$ cat config.mk
export PLATFORM = sky130hd
export DESIGN_NAME = mlp_layer_ctrl
export DESIGN_NICKNAME = d
export VERILOG_FILES = /design/src/rtl/mlp_layer_ctrl.sv
export SDC_FILE = /design/constraint.sdc
export NUM_CORES = 1
export LEC_CHECK = 0
export ABC_AREA = 1
export CORE_AREA = 10 10 47 49
export CTS_BUF_LIST = sky130_fd_sc_hd__clkbuf_8
export DETAILED_ROUTE_END_ITERATION = 10
export DIE_AREA = 0 0 57 59
export DONT_BUFFER_PORTS = 1
export PLACE_DENSITY_LB_ADDON = 0.25
export SETUP_SLACK_MARGIN = 0.05
export SYNTH_ARGS = -nofsm -noshare
export SYNTH_HDL_FRONTEND = slang
export SYNTH_SLANG_ARGS = --single-unit
export TNS_END_PERCENT = 1
$ cat constraint.sdc
create_clock -name clk -period 1.1 [get_ports clk]
set_input_delay 0.055 -clock clk [delete_from_list [all_inputs] [get_ports clk]]
set_output_delay 0.055 -clock clk [all_outputs]
set_load 0.02 [all_outputs]
$ cat src/rtl/mlp_layer_ctrl.sv
// ----------------------------------------------------------------------------
// mlp_layer_ctrl
//   Sequencer for one MLP layer. On run_start it walks the input buffer
//   (1-cycle read latency) in lock-step with the layer weight memory. It
//   strobes layer_start / layer_valid / layer_relu_en and pulses done. Host
//   weight writes pass through to the layer only while the sequencer is idle.
//
// Ports
//   clk, rst                  clock, synchronous active-high reset
//   run_start                 request one inference pass (sampled in IDLE)
//   busy, done                run in progress / 1-cycle completion pulse
//   wgt_wr_req/data/row/col   host weight write request
//   wgt_wr_ready              high iff idle (combinational)
//   in_rd_addr                input-buffer read address
//   layer_wr_en/weight/row/col  gated weight write to the layer
//   layer_input_index         weight-memory column, equal to in_rd_addr
//   layer_start/valid/relu_en layer control strobes (mutually exclusive)
//   perf_cycles, perf_runs    performance counters
//
// Optional feature: define MLP_CTRL_PERF_EN to build the performance counters.
// Without it, perf_cycles and perf_runs are tied to zero.
// ----------------------------------------------------------------------------
module mlp_layer_ctrl #(
    parameter int unsigned N_INPUTS   = 2,
    parameter int unsigned N_NEURONS  = 4,
    parameter int unsigned WGT_WIDTH  = 16,
    parameter int unsigned PERF_WIDTH = 16,
    localparam int unsigned IW = $clog2(N_INPUTS),
    localparam int unsigned RW = $clog2(N_NEURONS)
) (
    input  logic                  clk,
    input  logic                  rst,
    input  logic                  run_start,
    output logic                  busy,
    output logic                  done,
    input  logic                  wgt_wr_req,
    input  logic [WGT_WIDTH-1:0]  wgt_wr_data,
    input  logic [RW-1:0]         wgt_wr_row,
    input  logic [IW-1:0]         wgt_wr_col,
    output logic                  wgt_wr_ready,
    output logic [IW-1:0]         in_rd_addr,
    output logic                  layer_wr_en,
    output logic [WGT_WIDTH-1:0]  layer_wr_weight,
    output logic [RW-1:0]         layer_wr_row,
    output logic [IW-1:0]         layer_wr_col,
    output logic [IW-1:0]         layer_input_index,
    output logic                  layer_start,
    output logic                  layer_valid,
    output logic                  layer_relu_en,
    output logic [PERF_WIDTH-1:0] perf_cycles,
    output logic [PERF_WIDTH-1:0] perf_runs
);

    localparam logic [IW-1:0] LastIdx = IW'(N_INPUTS - 1);

    typedef enum logic [2:0] {
        StIdle, StClear, StIssue, StDrain, StRelu, StDone
    } state_e;

    state_e        state_q, state_d;
    logic [IW-1:0] addr_q, addr_d;
    logic          busy_q, done_q, start_q, valid_q, relu_q;

    always_comb begin
        state_d = state_q;
        addr_d  = addr_q;
        unique case (state_q)
            StIdle:  if (run_start) state_d = StClear;
            StClear: begin
                state_d = StIssue;
                addr_d  = '0;
            end
            // Address stops at the last input; no wrap.
            StIssue: begin
                if (addr_q == LastIdx) state_d = StDrain;
                else                   addr_d  = addr_q + IW'(1);
            end
            StDrain: state_d = StRelu;
            StRelu:  state_d = StDone;
            StDone:  state_d = StIdle;
            default: state_d = StIdle;
        endcase
    end

    // Strobes are registered from the next state, so each one is aligned with
    // the state it belongs to. valid trails ISSUE by one cycle to match the
    // 1-cycle read latency of the input buffer and weight memory.
    always_ff @(posedge clk) begin
        if (rst) begin
            state_q <= StIdle;
            addr_q  <= '0;
            busy_q  <= 1'b0;
            done_q  <= 1'b0;
            start_q <= 1'b0;
            valid_q <= 1'b0;
            relu_q  <= 1'b0;
        end else begin
            state_q <= state_d;
            addr_q  <= addr_d;
            busy_q  <= (state_d != StIdle);
            done_q  <= (state_d == StDone);
            start_q <= (state_d == StClear);
            valid_q <= (state_q == StIssue);
            relu_q  <= (state_d == StRelu);
        end
    end

    assign busy              = busy_q;
    assign done              = done_q;
    assign layer_start       = start_q;
    assign layer_valid       = valid_q;
    assign layer_relu_en     = relu_q;
    assign in_rd_addr        = addr_q;
    assign layer_input_index = addr_q;

    assign wgt_wr_ready    = (state_q == StIdle);
    assign layer_wr_en     = wgt_wr_req & wgt_wr_ready;
    assign layer_wr_weight = wgt_wr_data;
    assign layer_wr_row    = wgt_wr_row;
    assign layer_wr_col    = wgt_wr_col;

`ifdef MLP_CTRL_PERF_EN
    logic [PERF_WIDTH-1:0] cyc_q, cyc_d, pcyc_q, pcyc_d, pruns_q, pruns_d;

    always_comb begin
        cyc_d   = cyc_q;
        pcyc_d  = pcyc_q;
        pruns_d = pruns_q;
        // cyc_q holds the 1-based index of the current busy cycle.
        if (state_d == StClear)      cyc_d = PERF_WIDTH'(1);
        else if (state_q != StIdle)  cyc_d = cyc_q + PERF_WIDTH'(1);
        if (state_d == StDone) begin
            pcyc_d = cyc_q + PERF_WIDTH'(1);
            if (pruns_q != '1) pruns_d = pruns_q + PERF_WIDTH'(1);
        end
    end

    always_ff @(posedge clk) begin
        if (rst) begin
            cyc_q   <= '0;
            pcyc_q  <= '0;
            pruns_q <= '0;
        end else begin
            cyc_q   <= cyc_d;
            pcyc_q  <= pcyc_d;
            pruns_q <= pruns_d;
        end
    end

    assign perf_cycles = pcyc_q;
    assign perf_runs   = pruns_q;
`else
    assign perf_cycles = '0;
    assign perf_runs   = '0;
`endif

endmodule

After elaboration in Yosys (flattened, before gate mapping)
Index checks and enable logic that the tools add are counted.
{"block": "totals", "word_cells": 24, "output_inout_bits": 60, "mem_bits_rw": 0, "memories": 0, "regBits": 9, "latch_bits": 0, "inputBits": 23, "mem_bits_ro": 0}
{"block": "op_classes", "n_eq_ne": 7, "reduce_logical": 3, "div_mod_pow": 0, "order_cmp": 0, "n_addsub": 1, "n_shift": 0, "n_bitwise": 1, "mux": 5, "multipliers": 0}
{"op": "$pmux W3 S5", "n": 1}
{"op": "$eq A3 B3 Y1 const B", "n": 3}
{"op": "$eq A3 B1 Y1 const B", "n": 2}
{"op": "$eq A3 B2 Y1 const B", "n": 2}
{"op": "$mux W3", "n": 2}
{"op": "$logic_not A3 Y1", "n": 1}
{"op": "$reduce_bool A3 Y1", "n": 1}
{"op": "$pmux W1 S2", "n": 1}
{"op": "$reduce_bool A2 Y1", "n": 1}
{"op": "$add A1 B1 Y1 const B", "n": 1}
{"op": "$and A1 B1 Y1", "n": 1}
{"op": "$mux W1", "n": 1}

Depth between registers and ports, before layout
{"block": "logic_depth", "word_depth": 3, "mapped_depth": 6, "ltp_nobuf": 6}

Worst setup path before layout
No wires, ideal clock.
{"block": "synth_path", "path_type": "register -> register", "start": "reg state_q[1]", "end": "reg start_q (netlist: layer_start)", "required_time_ns": 1.036, "path_buffers": 0, "arrival_time_ns": 0.887, "path_stages_with_launch": 6, "setup_time_ns": 0.064, "path_slack_ns": 0.149, "synth_period_minus_slack_ns": 0.951, "cell_sequence": "dfxtp_1 > nor2_2 > inv_2 > nor2_2 > o21ai_1 > nor2_1"}
{"block": "synth_via", "elab_chain_cells": 3, "elab_cells_between_ends": 9, "cone_classes": "eq/ne: 5; mux: 3; reduce/logical: 1"}
{"element": "start: declaration", "line_no": "60", "source": "state_e state_q, state_d;"}
{"element": "start signal: assignment", "line_no": "90", "source": "state_q <= StIdle;"}
{"element": "start signal: assignment", "line_no": "98", "source": "state_q <= state_d;"}
{"element": "$logic_not A3 Y1"}
{"element": "via wgt_wr_ready", "line_no": "40", "source": "output logic wgt_wr_ready,"}
{"element": "$pmux W3 S5", "line_no": "67", "source": "unique case (state_q)"}
{"element": "$eq A3 B1 Y1", "line_no": "102", "source": "start_q <= (state_d == StClear);"}
{"element": "end signal: assignment", "line_no": "102"}
{"element": "end: declaration", "line_no": "62", "source": "logic busy_q, done_q, start_q, valid_q, relu_q;"}
The timed path passes the listed nets, and every way through them passes these cells.
A chain may end at the register's enable or synchronous reset.

Final worst setup path
{"block": "layout_path", "start": "reg state_q[1]", "end": "out wgt_wr_ready"}
{"block": "layout_via", "elab_chain_cells": 1}
{"element": "$logic_not A3 Y1", "line_no": "116", "source": "assign wgt_wr_ready = (state_q == StIdle);"}
{"element": "end: declaration", "line_no": "40"}
No other way between the ends.

==> summary.txt <==
STA
  – Final worst path period share: 93.7%
  – Maximum clock frequency: 0.970 GHz
  – Shortest clock period the worst path allows after layout: 1.03 ns
  – Fin Clk Skew: 0.000615 ns
  – Setup violations, final: 0
  – Count of final max-slew check failures: 0
  – Total Neg Setup Slack: 0 ns
  – Fin worst setup slack: 0.0691 ns
  – Final hold violations: 0
  – RSZ-0062 raised after global routing: yes

Worst setup path
  – Crit start category: flip-flop
  – Highest-delay cell along the critical path: sky130_fd_sc_hd__dfxtp_2
  – Category of the critical setup timing path: reg -> out
  – Cell with the most instances on the worst path: sky130_fd_sc_hd__nor2_4
  – WP data required: 1.04 ns
  – Worst-path cell chain: nor2_4 -> inv_2 -> nor2_4 -> buf_6
  – Data arrival, critical path: 0.98 ns
  – Critical path peak fanout: 4
  – Max incr delay on CP: 0.34 ns
  – Crit path capture type: primary output

Place
  – Final weighted congestion of routability-driven global placement: 0.746
  – Placement-stage worst setup slack: 0.147 ns
  – Total half-perimeter wirelength after legalization and detailed placement: 1060 um
  – Cell area reported after detailed placement: 480 sq um
  – Port buffer count: 0

Cells and area
  – Number of filler instances in the final layout: 165
  – Commonest cells after routing, fill and taps aside: sky130_fd_sc_hd__conb_1 (32), sky130_fd_sc_hd__dfxtp_1 (7), sky130_fd_sc_hd__inv_1 (6), sky130_fd_sc_hd__nand2_1 (5), sky130_fd_sc_hd__nand3_1 (4)
  – Post-route core utilization: 40.2%
  – Number of inserted diodes: 0
  – Final standard cell area without fillers: 563 sq um
  – Combined area of the multi-input logic cells: 250 sq um
  – Commonest non-fill, non-tap cell in the layout: sky130_fd_sc_hd__conb_1
  – Fraction of layout instances using a drive strength above 1: 19.0%
  – Synth-to-Final Area Change: -21.7%
  – Sequential standard cell area: 183 sq um
  – Final Net Count: 103

Detailed routing
  – Via density per instance: 3.93
  – Final wirelength: 1280 um
  – DRC violation count after routing: 0
  – Iteration-0 DRC count of the detailed router: 1
  – Number of nets with antenna violations after routing: 0
  – Per-cell routed wire length: 13.5 um
  – Total vias in the final route: 373
  – Count of TritonRoute iterations in the first routing pass: 4

Global route
  – Global route overflow: 0
  – Number of global-route vias before repair: 379
  – Initial antenna violation count: 0
  – Maximum number of pins on one net before global-route repair: 7
  – First-pass GRT wire length: 1820 um
  – Overall track demand over capacity in global routing: 6.70%

Floorplanning
  – Initial Utilization: 51.3%
  – Die X-Extent: 57 um
  – Area of the placeable core: 0.00140 sq mm
  – Die span in y: 59 um
  – Die Outline Area: 0.00336 sq mm
  – Top-Level Pins: 83
  – Placement row count: 14

Flow run
  – Max Cap Violations: 0

Clock tree
  – Clk Tree Root Cell: sky130_fd_sc_hd__clkbuf_8
  – Clock slew seen by the registers of the worst setup and hold paths: 0.04 ns
  – Clock Path Buffers: 2
  – Clock latency on the worst-skew pair: 0.23 ns
  – Clk sinks: 9
  – Post-CTS setup buffer count: 0
  – Number of clock buffers inserted by TritonCTS: 3
  – Level count of the clock H-tree: 1
  – Clock tree from TritonCTS: done

Worst hold path
  – Worst hold-check path type: in -> reg

Yosys
  – Largest area contributor in the netlist: sky130_fd_sc_hd__buf_4
  – Number of synthesized register bits: 9
  – Count of distinct cell types in the synthesized netlist: 15
  – Gate count of the mapped netlist: 92
  – Post-synth design cell area: 719 sq um
  – Sequential fraction of the synthesis area: 25.0%
  – Largest cells by area after synthesis: sky130_fd_sc_hd__buf_4 (54%), sky130_fd_sc_hd__dfxtp_1 (25%), sky130_fd_sc_hd__nor2_2 (3.5%), sky130_fd_sc_hd__nand3_1 (2.8%), sky130_fd_sc_hd__inv_1 (2.6%)
  – Number of synthesis warnings: 0
  – Synthesized area divided by synthesized cell count: 7.82 sq um
  – Post-synth top area share: 54.3%

Outcome
  – Run status: finished, final reports clean

Power
  – Power density cells: 1740 mW/mm^2
  – Leak pwr: 0.305 nW
  – Largest vdd supply drop: 0.593 mV
sequential cells by signal (all words and copies together), names as in the netlist:
| signal | count |
|---|---|
| layer_start | 1 |
| in_rd_addr | 1 |
| busy | 1 |
| layer_valid | 1 |
| done | 1 |
| state_q | 3 |
| layer_relu_en | 1 |
path summary, 6_finish.rpt:
path | slack [ns] | start | endpoint | depth (start not counted)
max | 0.07 | state_q[1] | wgt_wr_ready | 4
min | 0.03 | rst | busy | 3
max reg2reg | 0.10 | state_q[2] | busy | 5
min reg2reg | 0.51 | in_rd_addr | state_q[0] | 2
final cells by class:
| class | count | area share, % |
|---|---|---|
| multi-input combinational | 55 | 44.4 |
| clock buffer | 3 | 7.33 |
| tap | 16 | 3.56 |
| sequential | 9 | 32.4 |
| timing repair buffer | 4 | 6.89 |
| clock inverter | 1 | 0.667 |
| inverter | 7 | 4.67 |
metal layers:
layer / wire length, um / track usage [%] / part of all wire, %
met1: 470 / 5.68 / 37
met2: 553 / 9.30 / 43
met3: 206 / 6.65 / 16
met4: 54 / 5.37 / 4.2
met5: 0 / 0 / 0
power breakdown:
group          leakage, nW  switching (mW)  total [mW]  internal (mW)
Sequential          0.0744          0.0325       0.385          0.352
Combinational        0.204           0.179       0.227         0.0485
Clock               0.0269           0.126       0.369          0.243
Yosys cell counts:
master / n
sky130_fd_sc_hd__o21ai_1: 2
sky130_fd_sc_hd__nand3_1: 4
sky130_fd_sc_hd__nand4_1: 1
sky130_fd_sc_hd__nor2_1: 2
sky130_fd_sc_hd__dfxtp_1: 9
sky130_fd_sc_hd__inv_1: 5
sky130_fd_sc_hd__nand3_2: 1
sky130_fd_sc_hd__nand2_1: 5
sky130_fd_sc_hd__inv_2: 2
sky130_fd_sc_hd__nor2_2: 4
sky130_fd_sc_hd__a21oi_1: 2
sky130_fd_sc_hd__conb_1: 1
sky130_fd_sc_hd__o21ai_0: 1
sky130_fd_sc_hd__and3_1: 1
sky130_fd_sc_hd__buf_4: 52
cell families (layout without fill, tap and decap cells):
logic type | count (synthesis) | count (layout) | share of synthesized area (%)
compound gates | 5 | 5 | 3.48
flops | 9 | 9 | 25.0
simple gates | 18 | 18 | 13.0
buf+inv | 59 | 15 | 57.9
other cells | 1 | 32 | 0.521
what timing repair did:
action,in CTS,in global routing
endpoints found under the hold margin,5,0
setup endpoints to repair,2,3
resized for setup,3,3
pin swaps,1,1
hold buffers,2,0
metrics by stage:
stage / instances / power, mW / hold slack, ns
after floorplan: 123 / 0.751 / 0.124
after global placement: 89 / 0.587 / 0.110
after detailed placement: 89 / 0.588 / 0.110
after CTS: 95 / 0.979 / 0.0223
after global routing: 95 / 1.03 / 0.0483
final: 95 / 0.981 / 0.0261
critical path: cells and delay by family, from the launching register on:
kind	cells	cell delay, ns
flops	1	0.34
simple gates	2	0.22
buf+inv	2	0.19
Power figures use the tool's default switching activity.
